<file path="config.mk">
export PLATFORM = sky130hd
export DESIGN_NAME = king_locator_fsm
export DESIGN_NICKNAME = d
export VERILOG_FILES = /design/src/rtl/chesstypes.sv /design/src/rtl/king_square_match.sv /design/src/rtl/king_locator_fsm.sv
export SDC_FILE = /design/constraint.sdc
export NUM_CORES = 1
export LEC_CHECK = 0
export CELL_PAD_IN_SITES_DETAIL_PLACEMENT = 1
export CELL_PAD_IN_SITES_GLOBAL_PLACEMENT = 1
export CORE_ASPECT_RATIO = 1.1
export CORE_MARGIN = 5
export CORE_UTILIZATION = 21
export CTS_CLUSTER_SIZE = 30
export DETAILED_ROUTE_END_ITERATION = 8
export PLACE_DENSITY_LB_ADDON = 0.1
export SLEW_MARGIN = 20
export SYNTH_ARGS = -nofsm -noshare
export SYNTH_HDL_FRONTEND = slang
export SYNTH_SLANG_ARGS = --single-unit
</file>
<file path="constraint.sdc">
create_clock -name clk -period 8.75 [get_ports clk]
set_input_delay 1.75 -clock clk [delete_from_list [all_inputs] [get_ports clk]]
set_output_delay 1.75 -clock clk [all_outputs]
set_load 0.01 [all_outputs]
</file>
<file path="src/rtl/chesstypes.sv">
// Shared chess board types plus the state encoding of the king locator.
package chesstypes;

  localparam int NUM_SQUARES = 64;
  localparam int SQ_W        = 6;

  typedef enum logic [2:0] {
    EMPTY  = 3'd0,
    PAWN   = 3'd1,
    KNIGHT = 3'd2,
    BISHOP = 3'd3,
    ROOK   = 3'd4,
    QUEEN  = 3'd5,
    KING   = 3'd6
  } piece_t;

  typedef enum logic {
    WHITE = 1'b0,
    BLACK = 1'b1
  } color_t;

  typedef struct packed {
    color_t color;
    piece_t piece;
  } fullpiece_t;

  typedef enum logic [1:0] {
    IDLE  = 2'd0,
    PROBE = 2'd1,
    SCAN  = 2'd2,
    DONE  = 2'd3
  } kingloc_state_t;

  // True when the square holds a king of the requested colour.
  function automatic logic is_king_of(input fullpiece_t sq, input color_t c);
    return (sq.piece == KING) && (sq.color == c);
  endfunction

endpackage

</file>
<file path="src/rtl/king_square_match.sv">
// Single-square probe: does the selected square hold a king of the given colour.
module king_square_match
  import chesstypes::*;
(
  input  fullpiece_t [NUM_SQUARES-1:0] board_i,
  input  logic       [SQ_W-1:0]        index_i,
  input  color_t                       color_i,
  output logic                         match_o
);

  // One mux into the board plus a compare; shared by hint probe and scan.
  assign match_o = is_king_of(board_i[index_i], color_i);

endmodule

</file>
<file path="src/rtl/king_locator_fsm.sv">
// Locates the king of a requested colour, one square per cycle, optionally
// trying a hint square first. Reports position and a multiple-king flag.
//
// state | meaning
// IDLE  | waiting for start
// PROBE | checking the latched hint square
// SCAN  | linear walk over squares 0..63, no early exit
// DONE  | one-cycle completion pulse; accepts a new start
module king_locator_fsm
  import chesstypes::*;
#(
  parameter bit HINT_FIRST = 1'b1
) (
  input  logic                         clk,
  input  logic                         rst_n,
  input  fullpiece_t [NUM_SQUARES-1:0] board,
  input  color_t                       color,
  input  logic       [SQ_W-1:0]        hint_pos,
  input  logic                         start,
  output logic                         busy,
  output logic                         done,
  output logic                         found,
  output logic       [SQ_W-1:0]        king_pos,
  output logic                         multi
);

  localparam logic [1:0] ST_IDLE  = IDLE;
  localparam logic [1:0] ST_PROBE = PROBE;
  localparam logic [1:0] ST_SCAN  = SCAN;
  localparam logic [1:0] ST_DONE  = DONE;

  localparam logic [SQ_W-1:0] LAST_IDX = SQ_W'(NUM_SQUARES - 1);

  logic [1:0]      state_q, state_d;
  logic [SQ_W-1:0] idx_q,   idx_d;
  color_t          color_q, color_d;
  logic [SQ_W-1:0] hint_q,  hint_d;
  logic            found_q, found_d;
  logic [SQ_W-1:0] pos_q,   pos_d;
  logic            multi_q, multi_d;

  logic [SQ_W-1:0] probe_idx;
  logic            sq_match;

  // The single matcher looks at the hint while probing, otherwise at the scan index.
  assign probe_idx = (state_q == ST_PROBE) ? hint_q : idx_q;

  king_square_match u_match (
    .board_i (board),
    .index_i (probe_idx),
    .color_i (color_q),
    .match_o (sq_match)
  );

  // Next-state and result bookkeeping.
  always_comb begin
    state_d = state_q;
    idx_d   = idx_q;
    color_d = color_q;
    hint_d  = hint_q;
    found_d = found_q;
    pos_d   = pos_q;
    multi_d = multi_q;
    case (state_q)
      ST_IDLE, ST_DONE: begin
        if (start) begin
          color_d = color;
          hint_d  = hint_pos;
          found_d = 1'b0;
          pos_d   = '0;
          multi_d = 1'b0;
          idx_d   = '0;
          state_d = HINT_FIRST ? ST_PROBE : ST_SCAN;
        end else begin
          state_d = ST_IDLE;
        end
      end
      ST_PROBE: begin
        idx_d = '0;
        if (sq_match) begin
          found_d = 1'b1;
          pos_d   = hint_q;
          multi_d = 1'b0;
          state_d = ST_DONE;
        end else begin
          state_d = ST_SCAN;
        end
      end
      ST_SCAN: begin
        if (sq_match) begin
          // Only "first" vs "another" matters, so found doubles as the saturated count.
          if (!found_q) begin
            found_d = 1'b1;
            pos_d   = idx_q;
          end else begin
            multi_d = 1'b1;
          end
        end
        if (idx_q == LAST_IDX) begin
          idx_d   = '0;
          state_d = ST_DONE;
        end else begin
          idx_d   = idx_q + 6'd1;
        end
      end
      default: state_d = ST_IDLE;
    endcase
  end

  // State and result registers with synchronous reset.
  always_ff @(posedge clk) begin
    if (!rst_n) begin
      state_q <= ST_IDLE;
      idx_q   <= '0;
      color_q <= WHITE;
      hint_q  <= '0;
      found_q <= 1'b0;
      pos_q   <= '0;
      multi_q <= 1'b0;
    end else begin
      state_q <= state_d;
      idx_q   <= idx_d;
      color_q <= color_d;
      hint_q  <= hint_d;
      found_q <= found_d;
      pos_q   <= pos_d;
      multi_q <= multi_d;
    end
  end

  assign busy     = (state_q == ST_PROBE) || (state_q == ST_SCAN);
  assign done     = (state_q == ST_DONE);
  assign found    = found_q;
  assign king_pos = pos_q;
  assign multi    = multi_q;

endmodule
</file>
# Yosys cells after proc, flatten, opt, wreduce, memory -nomap -nowiden
# Index checks and enable logic that the tools add are counted.
[classes] add_sub_neg=1 n_lt_le_gt_ge=1 eq_ne=13 muxes=21 reduce_logical=9
[ops] op="6-bit 2-to-1 mux" count=6
[ops] op="6-bit one-hot mux with 3 select lines" count=2
[ops] op="4-bit binary-select mux with 6-bit select" count=1
[ops] op="2-bit != test (second input constant)" count=6
[ops] op="4-bit AND reduction" count=2
[ops] op="6-bit by 7-bit < comparator with 1-bit output (second input constant)" count=1
[ops] op="1-bit 2-to-1 mux" count=7
[ops] op="6-bit by 1-bit adder with 6-bit output (second input constant)" count=1
[ops] op="6-bit == test (second input constant)" count=1
[ops] op="2-bit one-hot mux with 3 select lines" count=1
[ops] op="2-bit == test (second input constant)" count=2
[ops] op="4-bit 2-to-1 mux" count=1
[ops] op="2-bit AND reduction" count=2
[ops] op="2-bit OR reduction" count=2
[ops] op="3-bit == test (second input constant)" count=1
[ops] op="1-bit one-hot mux with 3 select lines" count=1
[ops] op="2-bit by 1-bit == test with 1-bit output (second input constant)" count=1
[ops] op="2-bit logical NOT" count=1
[ops] op="2-bit 2-to-1 mux" count=1
[ops] op="2-bit by 1-bit != test with 1-bit output (second input constant)" count=1
[ops] op="1-bit one-hot mux with 2 select lines" count=1
[ops] op="1-bit == test" count=1
[ops] op="1-bit logical AND" count=1
[ops] op="1-bit logical OR" count=1
[totals] reg_bits=23 in_bits=266

# Logic depth before layout (Yosys ltp)
[logic_depth] ltp_word=8 mapped_depth=15 depth_no_buf=12

# Cells and area by module
# Synthesis repeated with hierarchy kept, for this count alone.
[hier_totals] hier_cells=370 area_unflattened_um2=3031.7
[by_module_without_submodules] mod="king_square_match" instances=1 cells_per_inst=229 area_each_um2=1834.3 seq_area_each_um2=0.0
[by_module_without_submodules] mod="king_locator_fsm" instances=1 cells_per_inst=141 area_each_um2=1197.4 seq_area_each_um2=460.4

# Worst setup path before layout
# No wires, ideal clock.
[synth_timing] path_kind="input port to flip-flop" startpoint="in board[127] in the netlist's numbering" endpoint="reg pos_q[1] (netlist: king_pos[1])" setup_time_ns=0.137 arrival_time_ns=3.403 required_time_ns=8.613 setup_slack_ns=5.210 path_stages=8 cell_sequence="mux4_2 -> o211ai_1 -> nand3_1 -> o22ai_2 -> xor2_2 -> a21oi_2 -> o311ai_4 -> o22ai_1"
[synth_via] elab_chain_len=6 word_cells_on_any_way=7 classes_between="eq/ne: 3; mux: 2; reduce/logical: 2"
[synth_rtl] element="start, declared" line="king_locator_fsm.sv:16" text="input fullpiece_t [NUM_SQUARES-1:0] board,"
[synth_rtl] element="4-bit binary-select mux with 6-bit select *" line="king_square_match.sv:12" text="assign match_o = is_king_of(board_i[index_i], color_i);"
[synth_rtl] element="4-bit 2-to-1 mux (not written as such) *" line="king_square_match.sv:12"
[synth_rtl] element="1-bit == test *" line="chesstypes.sv:36" text="return (sq.piece == KING) && (sq.color == c);"
[synth_rtl] element="1-bit logical AND *" line="chesstypes.sv:36"
[synth_rtl] element="2-bit != test (no source line)"
[synth_rtl] element="4-bit AND reduction (no source line) *"
[synth_rtl] element="end signal, assigned" line="king_locator_fsm.sv:126" text="pos_q <= pos_d;"
[synth_rtl] element="end, declared" line="king_locator_fsm.sv:39" text="logic [SQ_W-1:0] pos_q, pos_d;"
# Every way passes the cells marked *; elsewhere a longest branch is shown, timed or not. The select of a mux whose other input is x is not followed.
# A chain may end at the register's enable or synchronous reset.

# Worst setup path after layout
[layout_timing] startpoint="in board[138] in the netlist's numbering" endpoint="reg pos_q[1] (netlist: king_pos[1])"
[layout_via] elab_chain_len=6 word_cells_on_any_way=7 classes_between="eq/ne: 3; mux: 2; reduce/logical: 2"
[layout_rtl] element="4-bit binary-select mux with 6-bit select *" line="king_square_match.sv:12"
[layout_rtl] element="4-bit 2-to-1 mux (not written as such) *" line="king_square_match.sv:12"
[layout_rtl] element="3-bit == test *" line="chesstypes.sv:36"
[layout_rtl] element="1-bit logical AND *" line="chesstypes.sv:36"
[layout_rtl] element="2-bit != test (no source line)"
[layout_rtl] element="4-bit AND reduction (no source line) *"
# Marks and branches as above.

==> results.sh <==
export IMPL_startpoint_type="primary input"
export IMPL_ir_worst_vdd_mv=0.0639
export IMPL_rsz0062_at_grt="false"
export IMPL_status="finished clean"
export IMPL_synth_cell_types=53
export IMPL_arrival_ns=4.27
export IMPL_synth_area_mm2=0.00286
export IMPL_ys_flop_type="dfxtp_1"
export IMPL_remaining_drc_errors=0
export IMPL_die_w_um=121
export IMPL_insertion_delay_ns=0.25
export IMPL_yosys_top_cells_area="dfxtp_1 (16%), nand2_1 (12%), nand4b_1 (9.5%)"
export IMPL_worstSetupEndpointType="register"
export IMPL_syn_nets=663
export IMPL_post_cts_setup_buffer_count=0
export IMPL_fill_cells=1625
export IMPL_skew_ns=0.00389
export IMPL_setup_viol=0
export IMPL_slew_headroom_pct=38.8
export IMPL_synth_seq_cells=23
export IMPL_h_tree_depth=1
export IMPL_core_mm2=0.0133
export IMPL_first_pass_iters=4
export IMPL_die_area_mm2=0.0161
export IMPL_cts_resized_gates=0
export IMPL_grt_pass1_vias=4787
export IMPL_final_nets=920
export IMPL_min_path_type="register to register"
export IMPL_ys_seq_area_share_pct=16.1
export IMPL_cts_buffers=3
export IMPL_synth_common_cells="nand2_1 (94), nand4b_1 (31), nand3_1 (29), o311ai_0 (24), dfxtp_1 (23)"
export IMPL_max_freq_ghz=0.241
export IMPL_hpwl_mm=15.3
export IMPL_worst_slew_pin_slew_ns=0.899
export IMPL_path_max_fanout=6
export IMPL_grt_antenna_before_repair=1
export IMPL_grt_usage_pct=21.5
export IMPL_areaGrowthSynthToFinish_pct=104
export IMPL_gp_congestion=0.857
export IMPL_clockBufferDepth=2
export IMPL_crit_type="primary input to register"
export IMPL_p_clk_share_pct=13.9
export IMPL_tritoncts="built"
export IMPL_vias=4181
export IMPL_cp_required_ns=8.87
export IMPL_drive_above_1_share_pct=3.70
export IMPL_wl_mm=17.9
export IMPL_seq_power_share_pct=19.6
export IMPL_drt_antenna_violating_nets=0
export IMPL_yosys_area_top_type="dfxtp_1"
export IMPL_fin_crit_sh_pct=47.5
export IMPL_synth_edf_count=0
export IMPL_viasPerCell=5.02
export IMPL_combPwrFrac_pct=66.5
export IMPL_sw_frac_of_total_pct=41.3
export IMPL_dpl_cell_area_mm2=0.00574
export IMPL_grt_pass1_wl_mm=27.2
export IMPL_syn_instance_count=392
export IMPL_yosysTopAreaCellShare_pct=16.1
export IMPL_p_int_uw=410
export IMPL_power_per_cell_area_mw_per_mm2=120
export IMPL_final_cell_area_mm2=0.00583
export IMPL_clock_sinks=23
export IMPL_yosysMostFrequentCell="nand2_1"
export IMPL_avgRoutedWirePerCell_um=21.5
export IMPL_cts_root_buf="clkbuf_16"
export IMPL_clkTransAtPathRegs_ns=0.05
export IMPL_drv_cap=0
export IMPL_die_h_um=132
export IMPL_netSwitchingPower_uw=288
export IMPL_start_util_pct=21.6
export IMPL_fp_row_count=44
export IMPL_ys_async_sr_fraction_pct=0
export IMPL_hold_viol_final=0
export IMPL_fin_tns_setup_ns=0
export IMPL_portBuffers=275
export IMPL_syn_area_per_cell_um2=7.30
export IMPL_r2r_slack_ns=4.69
export IMPL_grt_max_degree=41
export IMPL_pin_count=276
export IMPL_leakage_nw=2.01
export IMPL_power_uw=698
export IMPL_min_period_ns=4.15
export IMPL_whs_ns=0.464
export IMPL_drt_iter0_markers=126
export IMPL_postCtsHoldBufs=0
export IMPL_grt_ovfl_total=0
export IMPL_yosysWarningCount=0
export IMPL_slew_viol_final=0
-- critical path, cell delays in order --
cell and delay (ns):
clkdlybuf4s50_1 0.46, nand2_1 0.05, o311ai_0 0.47, nand3b_1 0.15
nand4_1 0.11, o22ai_1 0.16, nor4_4 0.45, a21oi_2 0.15
o311ai_4 0.38, o22ai_1 0.14
-- layout make-up --
type                       count  area (um2)  share of cell area, %
timing repair buffer         278        2780                   47.6
multi-input combinational    331        2230                   38.3
sequential                    23         460                   7.90
tap                          184         230                   3.95
clock buffer                   4        78.8                   1.35
inverter                      12        45.0                  0.773
antenna                        1        2.50                 0.0430
-- sequential cells by signal, indices dropped and copies added, names as in the netlist --
register,flops
hint_q,6
idx_q,6
king_pos,6
state_q,2
color_q,1
found,1
multi,1
-- metal layers --
layer,share of wire (%),vias up,track usage (%)
li1,-,2020,-
met3,6.9,22,5.08
met1,38,1968,23.5
met5,0,-,0
met4,2.3,0,5.17
met2,53,171,41.1
-- cell families after synthesis --
kind of cell / synth area share, %
compound gates: 23.9
xor+xnor: 1.79
fa+ha+maj: 2.19
buf+inv: 6.43
flops: 16.1
mux: 12.8
simple gates: 36.8
-- cells in the final DEF (no fill, tap or decap), types with 12 or more instances in the layout --
cell	count
clkdlybuf4s50_1	275
nand2_1	94
nand4b_1	31
nand3_1	29
o311ai_0	24
dfxtp_1	23
mux2i_1	18
nor2_1	17
inv_1	12
-- worst paths after layout --
check / endpoint / depth (start not counted) / startpoint
max: king_pos[1] / 10 / board[138]
min: king_pos[1] / 2 / king_pos[1]
max reg2reg: king_pos[1] / 14 / state_q[1]
min reg2reg: king_pos[1] / 2 / king_pos[1]
-- power by group through the flow --
stage | Clock (mW) | Sequential, mW | Combinational [mW]
after global placement | 0 | 0.139 | 0.459
after global routing | 0.104 | 0.140 | 0.506
after CTS | 0.0997 | 0.137 | 0.471
final | 0.0969 | 0.137 | 0.464
after detailed placement | 0 | 0.139 | 0.469
after floorplan | 0 | 0.130 | 0.273
-- metrics by stage --
| step | std cells | util, % | setup WS (ns) |
|---|---|---|---|
| 6_report | 833 | 43.9 | 4.60 |
| 5_1_grt | 833 | 43.9 | 4.43 |
| 4_1_cts | 832 | 43.9 | 4.51 |
| 3_5_place_dp | 828 | 43.3 | 4.24 |
| 3_3_place_gp | 828 | 43.3 | 4.34 |
| 2_1_floorplan | 392 | - | 5.21 |
Note: power is estimated with default switching activity, not from simulation.
